<file path="src/rtl/add_pipe_pkg.sv">
// Shared constants and the packed result type for the adder issue/collect stage.
package add_pipe_pkg;

    localparam int ADD_W     = 8;
    localparam int ADD_LAT   = 5;
    localparam int ADD_DEPTH = 8;

    typedef struct packed {
        logic             cout;
        logic [ADD_W-1:0] sum;
    } add_res_t;

endpackage

</file>
<file path="src/rtl/add_result_fifo.sv">
// First-word-fall-through result FIFO; head reads as zero while empty.
module add_result_fifo
    import add_pipe_pkg::*;
#(
    parameter int DEPTH = ADD_DEPTH
) (
    input  logic     clk,
    input  logic     rst,
    input  logic     wr_en,
    input  add_res_t wr_data,
    input  logic     rd_en,
    output add_res_t rd_data,
    output logic     empty,
    output logic     full
);

    localparam int PW = (DEPTH > 1) ? $clog2(DEPTH) : 1;
    localparam int CW = $clog2(DEPTH + 1);

    add_res_t        r_mem [DEPTH];
    logic [PW-1:0]   r_wr_ptr;
    logic [PW-1:0]   r_rd_ptr;
    logic [CW-1:0]   r_count;
    logic            w_do_wr;
    logic            w_do_rd;

    function automatic logic [PW-1:0] next_ptr(input logic [PW-1:0] ptr);
        return (ptr == PW'(DEPTH - 1)) ? '0 : ptr + 1'b1;
    endfunction

    assign empty   = (r_count == '0);
    assign full    = (r_count == CW'(DEPTH));
    assign w_do_rd = rd_en & ~empty;
    // A read in the same cycle frees the slot, so full-with-read may still write.
    assign w_do_wr = wr_en & (~full | w_do_rd);
    assign rd_data = empty ? '0 : r_mem[r_rd_ptr];

    always_ff @(posedge clk) begin
        if (w_do_wr) begin
            r_mem[r_wr_ptr] <= wr_data;
        end
    end

    always_ff @(posedge clk) begin
        if (rst) begin
            r_wr_ptr <= '0;
            r_rd_ptr <= '0;
            r_count  <= '0;
        end else begin
            if (w_do_wr) r_wr_ptr <= next_ptr(r_wr_ptr);
            if (w_do_rd) r_rd_ptr <= next_ptr(r_rd_ptr);
            case ({w_do_wr, w_do_rd})
                2'b10:   r_count <= r_count + 1'b1;
                2'b01:   r_count <= r_count - 1'b1;
                default: r_count <= r_count;
            endcase
        end
    end

endmodule

</file>
<file path="src/rtl/add_pipe_collector.sv">
// Issue/collect wrapper around an unstallable fixed-latency adder, with credit admission.
// ADD_COLLECT_CARRY_CNT_EN adds a saturating count of carry-out results on carry_cnt.
module add_pipe_collector
    import add_pipe_pkg::*;
#(
    parameter int LAT   = ADD_LAT,
    parameter int DEPTH = ADD_DEPTH
) (
    input  logic             clk,
    input  logic             rst,
    input  logic [ADD_W-1:0] in_a,
    input  logic [ADD_W-1:0] in_b,
    input  logic             in_cin,
    input  logic             in_valid,
    output logic             in_ready,
    output logic [ADD_W-1:0] add_ina,
    output logic [ADD_W-1:0] add_inb,
    output logic             add_cin,
    input  logic [ADD_W-1:0] add_sum,
    input  logic             add_cout,
    output logic [ADD_W-1:0] out_sum,
    output logic             out_cout,
    output logic             out_valid,
    input  logic             out_ready,
    output logic             busy
`ifdef ADD_COLLECT_CARRY_CNT_EN
   ,output logic [7:0]       carry_cnt
`endif
);

    localparam int OW = $clog2(DEPTH + 1);

    logic [LAT-1:0] r_vld_line;
    logic [OW-1:0]  r_occ;
    logic           w_in_fire;
    logic           w_out_fire;
    logic           w_wr_en;
    logic           w_fifo_empty;
    logic           w_fifo_full;
    add_res_t       w_wr_data;
    add_res_t       w_rd_data;

    // Both ports use valid/ready: a transfer happens in a cycle where both are high.
    // r_occ counts in-flight plus buffered results, so a write never meets a full FIFO.
    assign in_ready   = ~rst & (r_occ < OW'(DEPTH));
    assign w_in_fire  = in_valid & in_ready;
    assign out_valid  = ~w_fifo_empty;
    assign w_out_fire = out_valid & out_ready;
    assign busy       = (r_occ != '0);

    assign add_ina = in_a;
    assign add_inb = in_b;
    assign add_cin = in_cin;

    assign w_wr_en   = r_vld_line[LAT-1] & ~rst;
    assign w_wr_data = '{cout: add_cout, sum: add_sum};
    assign out_sum   = w_rd_data.sum;
    assign out_cout  = w_rd_data.cout;

    always_ff @(posedge clk) begin
        if (rst) begin
            r_vld_line <= '0;
            r_occ      <= '0;
        end else begin
            r_vld_line <= (r_vld_line << 1) | LAT'(w_in_fire);
            case ({w_in_fire, w_out_fire})
                2'b10:   r_occ <= r_occ + 1'b1;
                2'b01:   r_occ <= r_occ - 1'b1;
                default: r_occ <= r_occ;
            endcase
        end
    end

    always_ff @(posedge clk) begin
        if (!rst) begin
            assert (!(w_wr_en && w_fifo_full && !w_out_fire));
        end
    end

    add_result_fifo #(.DEPTH(DEPTH)) u_fifo (
        .clk     (clk),
        .rst     (rst),
        .wr_en   (w_wr_en),
        .wr_data (w_wr_data),
        .rd_en   (w_out_fire),
        .rd_data (w_rd_data),
        .empty   (w_fifo_empty),
        .full    (w_fifo_full)
    );

`ifdef ADD_COLLECT_CARRY_CNT_EN
    logic [7:0] r_carry_cnt;

    always_ff @(posedge clk) begin
        if (rst) begin
            r_carry_cnt <= '0;
        end else if (w_wr_en && add_cout && (r_carry_cnt != 8'hFF)) begin
            r_carry_cnt <= r_carry_cnt + 1'b1;
        end
    end

    assign carry_cnt = r_carry_cnt;
`endif

endmodule

</file>
<file path="config.mk">
export PLATFORM = sky130hd
export DESIGN_NAME = add_pipe_collector
export DESIGN_NICKNAME = d
export VERILOG_FILES = /design/src/rtl/add_pipe_pkg.sv /design/src/rtl/add_result_fifo.sv /design/src/rtl/add_pipe_collector.sv
export SDC_FILE = /design/constraint.sdc
export NUM_CORES = 1
export LEC_CHECK = 0
export ABC_AREA = 1
export ABC_CLOCK_PERIOD_IN_PS = 4800
export BUFFER_PORTS_ARGS = -buffer_cell sky130_fd_sc_hd__buf_2
export CAP_MARGIN = 10
export CORE_MARGIN = 4
export CORE_UTILIZATION = 54
export DETAILED_ROUTE_END_ITERATION = 16
export GPL_TIMING_DRIVEN = 0
export MAX_ROUTING_LAYER = met4
export PLACE_DENSITY_LB_ADDON = 0.2
export SLEW_MARGIN = 25
export SYNTH_ARGS = -nofsm -noshare
export SYNTH_HDL_FRONTEND = slang
export SYNTH_SLANG_ARGS = --single-unit
</file>
<file path="constraint.sdc">
create_clock -name clk -period 4.8 [get_ports clk]
set_clock_uncertainty 0.2 [all_clocks]
set_input_delay 0.96 -clock clk [delete_from_list [all_inputs] [get_ports clk]]
set_output_delay 0.96 -clock clk [all_outputs]
set_load 0.02 [all_outputs]
</file>
After elaboration in Yosys (flattened, before gate mapping):

Memory sizes are Yosys's and may differ from the RTL's. A register that Yosys moved wholly into a read port is not among the register bits.
Index checks and enable logic that the tools add are counted.

* add/sub/neg operators: 6
* $lt $le $gt $ge: 1
* equal/unequal tests: 7
* multiplexer cells: 9
* bitwise operators: 11
* reductions and logical operators: 4

Operators with widths (number)
* $pmux 4 s2: 2
* $mux 3: 4
* $mux 9: 1
* $add 4x1->4 const B: 2
* $sub 4x1->4 const B: 2
* $add 3x1->3 const B: 2
* $and 1x1->1: 6
* $eq 3x3->1 const B: 2
* $or 5x1->5: 1
* $eq 2x1->1 const B: 2
* $eq 2x2->1 const B: 2
* $eq 4x4->1 const B: 1
* $logic_not 4->1: 1
* $lt 4x4->1 const B: 1
* $reduce_bool 2->1: 2
* $reduce_bool 4->1: 1
* $not 1->1: 3
* $mux 1: 2
* $or 1x1->1: 1

* flip-flop bits (word level): 19
* memory bits (writable): 72
* input port bits: 30
* output and inout port bits: 29
* word-level logic and storage cells: 44
* memories: 1

Memories
* u_fifo.r_mem: words 8, bits a word 9, read ports 1, clocked after memory_dff 1, write ports 1, RTL line add_result_fifo.sv:20 `add_res_t r_mem [DEPTH];`

Depth between registers and ports, before layout:

* depth in word-level cells: 8
* mapped depth: 14
* mapped depth without buffers: 14

Hierarchy:

Synthesis repeated with hierarchy kept, for this count alone.

* cell total of the unflattened synthesis: 391
* area, all modules: 4146.5 um^2

Modules (own cells, without submodules)
* add_result_fifo: instances 1, cells each 310, area an instance 3558.4 um^2, sequential area each 2422.3 um^2
* add_pipe_collector: instances 1, cells each 81, area an instance 588.1 um^2, sequential area each 180.2 um^2

Least setup slack after synthesis:

No wires, ideal clock.

* path kind: input port to flip-flop
* start point: in rst
* end point: reg r_occ[3]
* library setup time: 132 ps
* arrival time: 2400 ps
* required time: 4468 ps
* path slack: 2068 ps
* stages: 10
* path buffers: 0
* path through: nor2_1 -> nand2_1 -> ha_1 -> ha_1 -> nand2_1 -> nand2_1 -> o21ai_0 -> nand2_1 -> nand2_1 -> a21oi_1

* word-level cells in the longest chain between the ends: 5
* elaborated cells between the ends (all ways): 7
* those cells by class: 2 x eq/ne; 1 x mux; 3 x bitwise; 1 x reduce/logical

Ends and longest elaborated chain
* start, declared: RTL line add_pipe_collector.sv:10 `input logic rst,`
* $not 1->1: RTL line add_pipe_collector.sv:45 `assign in_ready = ~rst & (r_occ < OW'(DEPTH));`
* $and 1x1->1: RTL line add_pipe_collector.sv:45
* $and 1x1->1: RTL line add_pipe_collector.sv:46 `assign w_in_fire = in_valid & in_ready;`
* $eq 2x1->1 or $eq 2x2->1 (tied branches): RTL line add_pipe_collector.sv:66 `case ({w_in_fire, w_out_fire})`
* $pmux 4 s2 or $reduce_bool 2->1 (tied branches)
* end signal, assigned: RTL line add_pipe_collector.sv:67 `2'b10: r_occ <= r_occ + 1'b1;`
* end signal, assigned: RTL line add_pipe_collector.sv:68 `2'b01: r_occ <= r_occ - 1'b1;`
* end signal, assigned: RTL line add_pipe_collector.sv:69 `default: r_occ <= r_occ;`
* end, declared: RTL line add_pipe_collector.sv:34 `logic [OW-1:0] r_occ;`

Several ways; a longest one is shown, not always the timed one.
A chain may end at the register's enable or synchronous reset.

==> impl_metrics.env <==
export IMPL_status="finished clean"
export IMPL_cts_resized_gates=0
export IMPL_cap_violations=0
export IMPL_gp_congestion=0.835
export IMPL_grt_overflow=0
export IMPL_nets=473
export IMPL_hold_path_class="reg -> reg"
export IMPL_antenna_found_initial=0
export IMPL_power_frac_clock_pct=20.3
export IMPL_clk_latency_ns=0.34
export IMPL_grtUsageMet3_pct=3.05
export IMPL_start_util_pct=56.4
export IMPL_vias=2849
export IMPL_instances_no_fill=536
export IMPL_finalCritPeriodShare_pct=63.3
export IMPL_via_per_inst=5.32
export IMPL_met1_usage_pct=26.6
export IMPL_drc=0
export IMPL_syn_nets=421
export IMPL_crit_path_start_kind="flip-flop"
export IMPL_pwr_share_seq_pct=38.6
export IMPL_routed_wl_um=8800
export IMPL_fp_dieH_um=95.7
export IMPL_dp_slack_ns=1.66
export IMPL_cp_data_arrival_time_ns=1.88
export IMPL_syn_area_mm2=0.00415
export IMPL_path_max_fanout=10
export IMPL_area_delta_synth_final_pct=12.5
export IMPL_die_x_um=95.7
export IMPL_crit_path_end_kind="primary output"
export IMPL_critPathKind="reg -> out"
export IMPL_dieArea_mm2=0.00916
export IMPL_cts_max_level=3
export IMPL_antenna_cells=0
export IMPL_grt_pass1_wl_um=13400
export IMPL_relSlewSlack_pct=29.5
export IMPL_core_mm2=0.00737
export IMPL_hold_viol=0
export IMPL_grt_setup_unrepaired="no"
export IMPL_fin_ws_ns=1.76
export IMPL_p_leak_nw=1.87
export IMPL_intPower_mw=1.54
export IMPL_syn_area_per_cell_um2=10.9
export IMPL_use_met2_pct=33.3
export IMPL_busiest_layer="met2"
export IMPL_grt_pass1_vias=2604
export IMPL_setup_viol=0
export IMPL_wl_per_cell_um=16.4
export IMPL_required_ns=3.64
export IMPL_peakVddDrop_mv=0.328
export IMPL_comb_power_share_pct=41.1
export IMPL_drtAntennaViolNets=0
export IMPL_period_needed_ns=3.04
export IMPL_rows=31
export IMPL_cts_sinks=94
export IMPL_setup_tns_final_ns=0
export IMPL_ys_seq_elements=94
export IMPL_switchingPower_mw=0.945
export IMPL_hpwl_um=5900
export IMPL_yosysUniqueCellTypes=27
export IMPL_final_max_slew_viol_count=0
export IMPL_ios=59
export IMPL_portBuffers=41
export IMPL_clockRootBuffer="clkbuf_8"
export IMPL_ys_warn_count=0
export IMPL_place_inst=520
export IMPL_p_per_area_mw_per_mm2=532
export IMPL_post_cts_buffers=0
export IMPL_hold_buffers=0
export IMPL_cts_inserted_buffers=9
export IMPL_drive_gt1_share_pct=21.5
export IMPL_path_clk_slew_ns=0.08
export IMPL_drtIter0Drc=181
export IMPL_clockBufferDepth=2
export IMPL_cts_tree="yes"
export IMPL_switching_share_pct=38.0
export IMPL_grt_max_degree=15
export IMPL_tightest_slew_ns=1.05
export IMPL_synth_cells=380
export IMPL_dr_pass1_iters=5
export IMPL_synth_seq_area_share_pct=62.7
export IMPL_track_usage_pct=20.8
export IMPL_fmax_mhz=329
## state kept, by name (all words and copies together), names as in the netlist, named ones only
name,flops
r_occ,4
r_vld_line,5
u_fifo.r_count,4
u_fifo.r_mem,72
u_fifo.r_rd_ptr,3
u_fifo.r_wr_ptr,3
## synthesized netlist by cell type, drive strengths merged
cell	number	area (µm²)
inv	29	116
o22ai	9	56.3
nand2	33	124
o21ai	49	245
ha	10	125
dfxtp	22	440
o211ai	9	92.6
nor2	92	350
buf	28	240
o211a	1	10.0
fa	1	20.0
clkbuf	3	25.0
or2	1	8.76
xnor2	4	35.0
a21oi	10	50.1
nand3	7	52.6
edfxtp	72	2160
## cell families (layout without fill, tap and decap cells)
kind of cell	count (synthesis)	after routing	synth area share, %
xor+xnor	4	4	0.843
buf+inv	60	117	9.19
flops	94	94	62.7
compound gates	78	78	10.9
simple gates	133	133	12.9
fa+ha+maj	11	11	3.49
## per-stage QoR
step	hold WS, ns	power [mW]	area, µm²	util, %
after floorplan	0.188	1.70	4150	-
after global placement	0.191	1.97	4480	60.8
after global routing	0.226	2.65	4670	63.4
final	0.206	2.49	4670	63.4
after detailed placement	0.195	2.00	4480	60.8
after CTS	0.206	2.50	4670	63.4
## final timing paths
kind / to / slack (ns) / from / cells after the start
max reg2reg: r_occ[3] / 2.50 / u_fifo.r_count[0] / 12
min: r_vld_line[4] / 0.21 / r_vld_line[3] / 2
min reg2reg: r_vld_line[4] / 0.21 / r_vld_line[3] / 2
max: out_cout / 1.76 / flip-flop / 7
## layout by cell type, fill, tap and decap left out, drive strengths merged
| cell type | netlist | routed |
|---|---|---|
| buf | 28 | 69 |
| fa | 1 | 1 |
| inv | 29 | 29 |
| a21oi | 10 | 10 |
| dfxtp | 22 | 22 |
| nand3 | 7 | 7 |
| or2 | 1 | 1 |
| xnor2 | 4 | 4 |
| o211ai | 9 | 9 |
| nand2 | 33 | 33 |
| ha | 10 | 10 |
| o22ai | 9 | 9 |
| o21ai | 49 | 49 |
| clkbuf | 3 | 19 |
| o211a | 1 | 1 |
| nor2 | 92 | 92 |
| edfxtp | 72 | 72 |
## power by group through the flow
stage,Clock (mW),Combinational (mW),Sequential (mW)
floorplan,0,0.733,0.970
global placement,0,0.999,0.976
detailed placement,0,1.02,0.977
CTS,0.512,1.03,0.959
global route,0.543,1.14,0.965
finish,0.505,1.02,0.960
## critical path, cell delays in order, from the launching register on
cell and delay, ns:
dfxtp_1 0.30, buf_4 0.17, inv_1 0.26, o21ai_0 0.17
o22ai_1 0.20, nor2_1 0.07, nor2_1 0.17, buf_2 0.19
## cell type report
| type | count | area, µm² |
|---|---|---|
| plain buffers | 31 | 265 |
| clock buffers | 16 | 191 |
| fillers | 615 | 2700 |
| inverters | 29 | 116 |
| multi-input cells | 226 | 1170 |
| flip-flops and latches | 94 | 2600 |
| well taps | 99 | 124 |
| repair buffers | 41 | 205 |
## metal layers
metal	vias up	routed length [µm]
met5	-	0
met4	0	133
met3	12	495
met2	99	4310
met1	1355	3860
li1	1383	-
No activity file was read; power rests on OpenSTA's default activity.
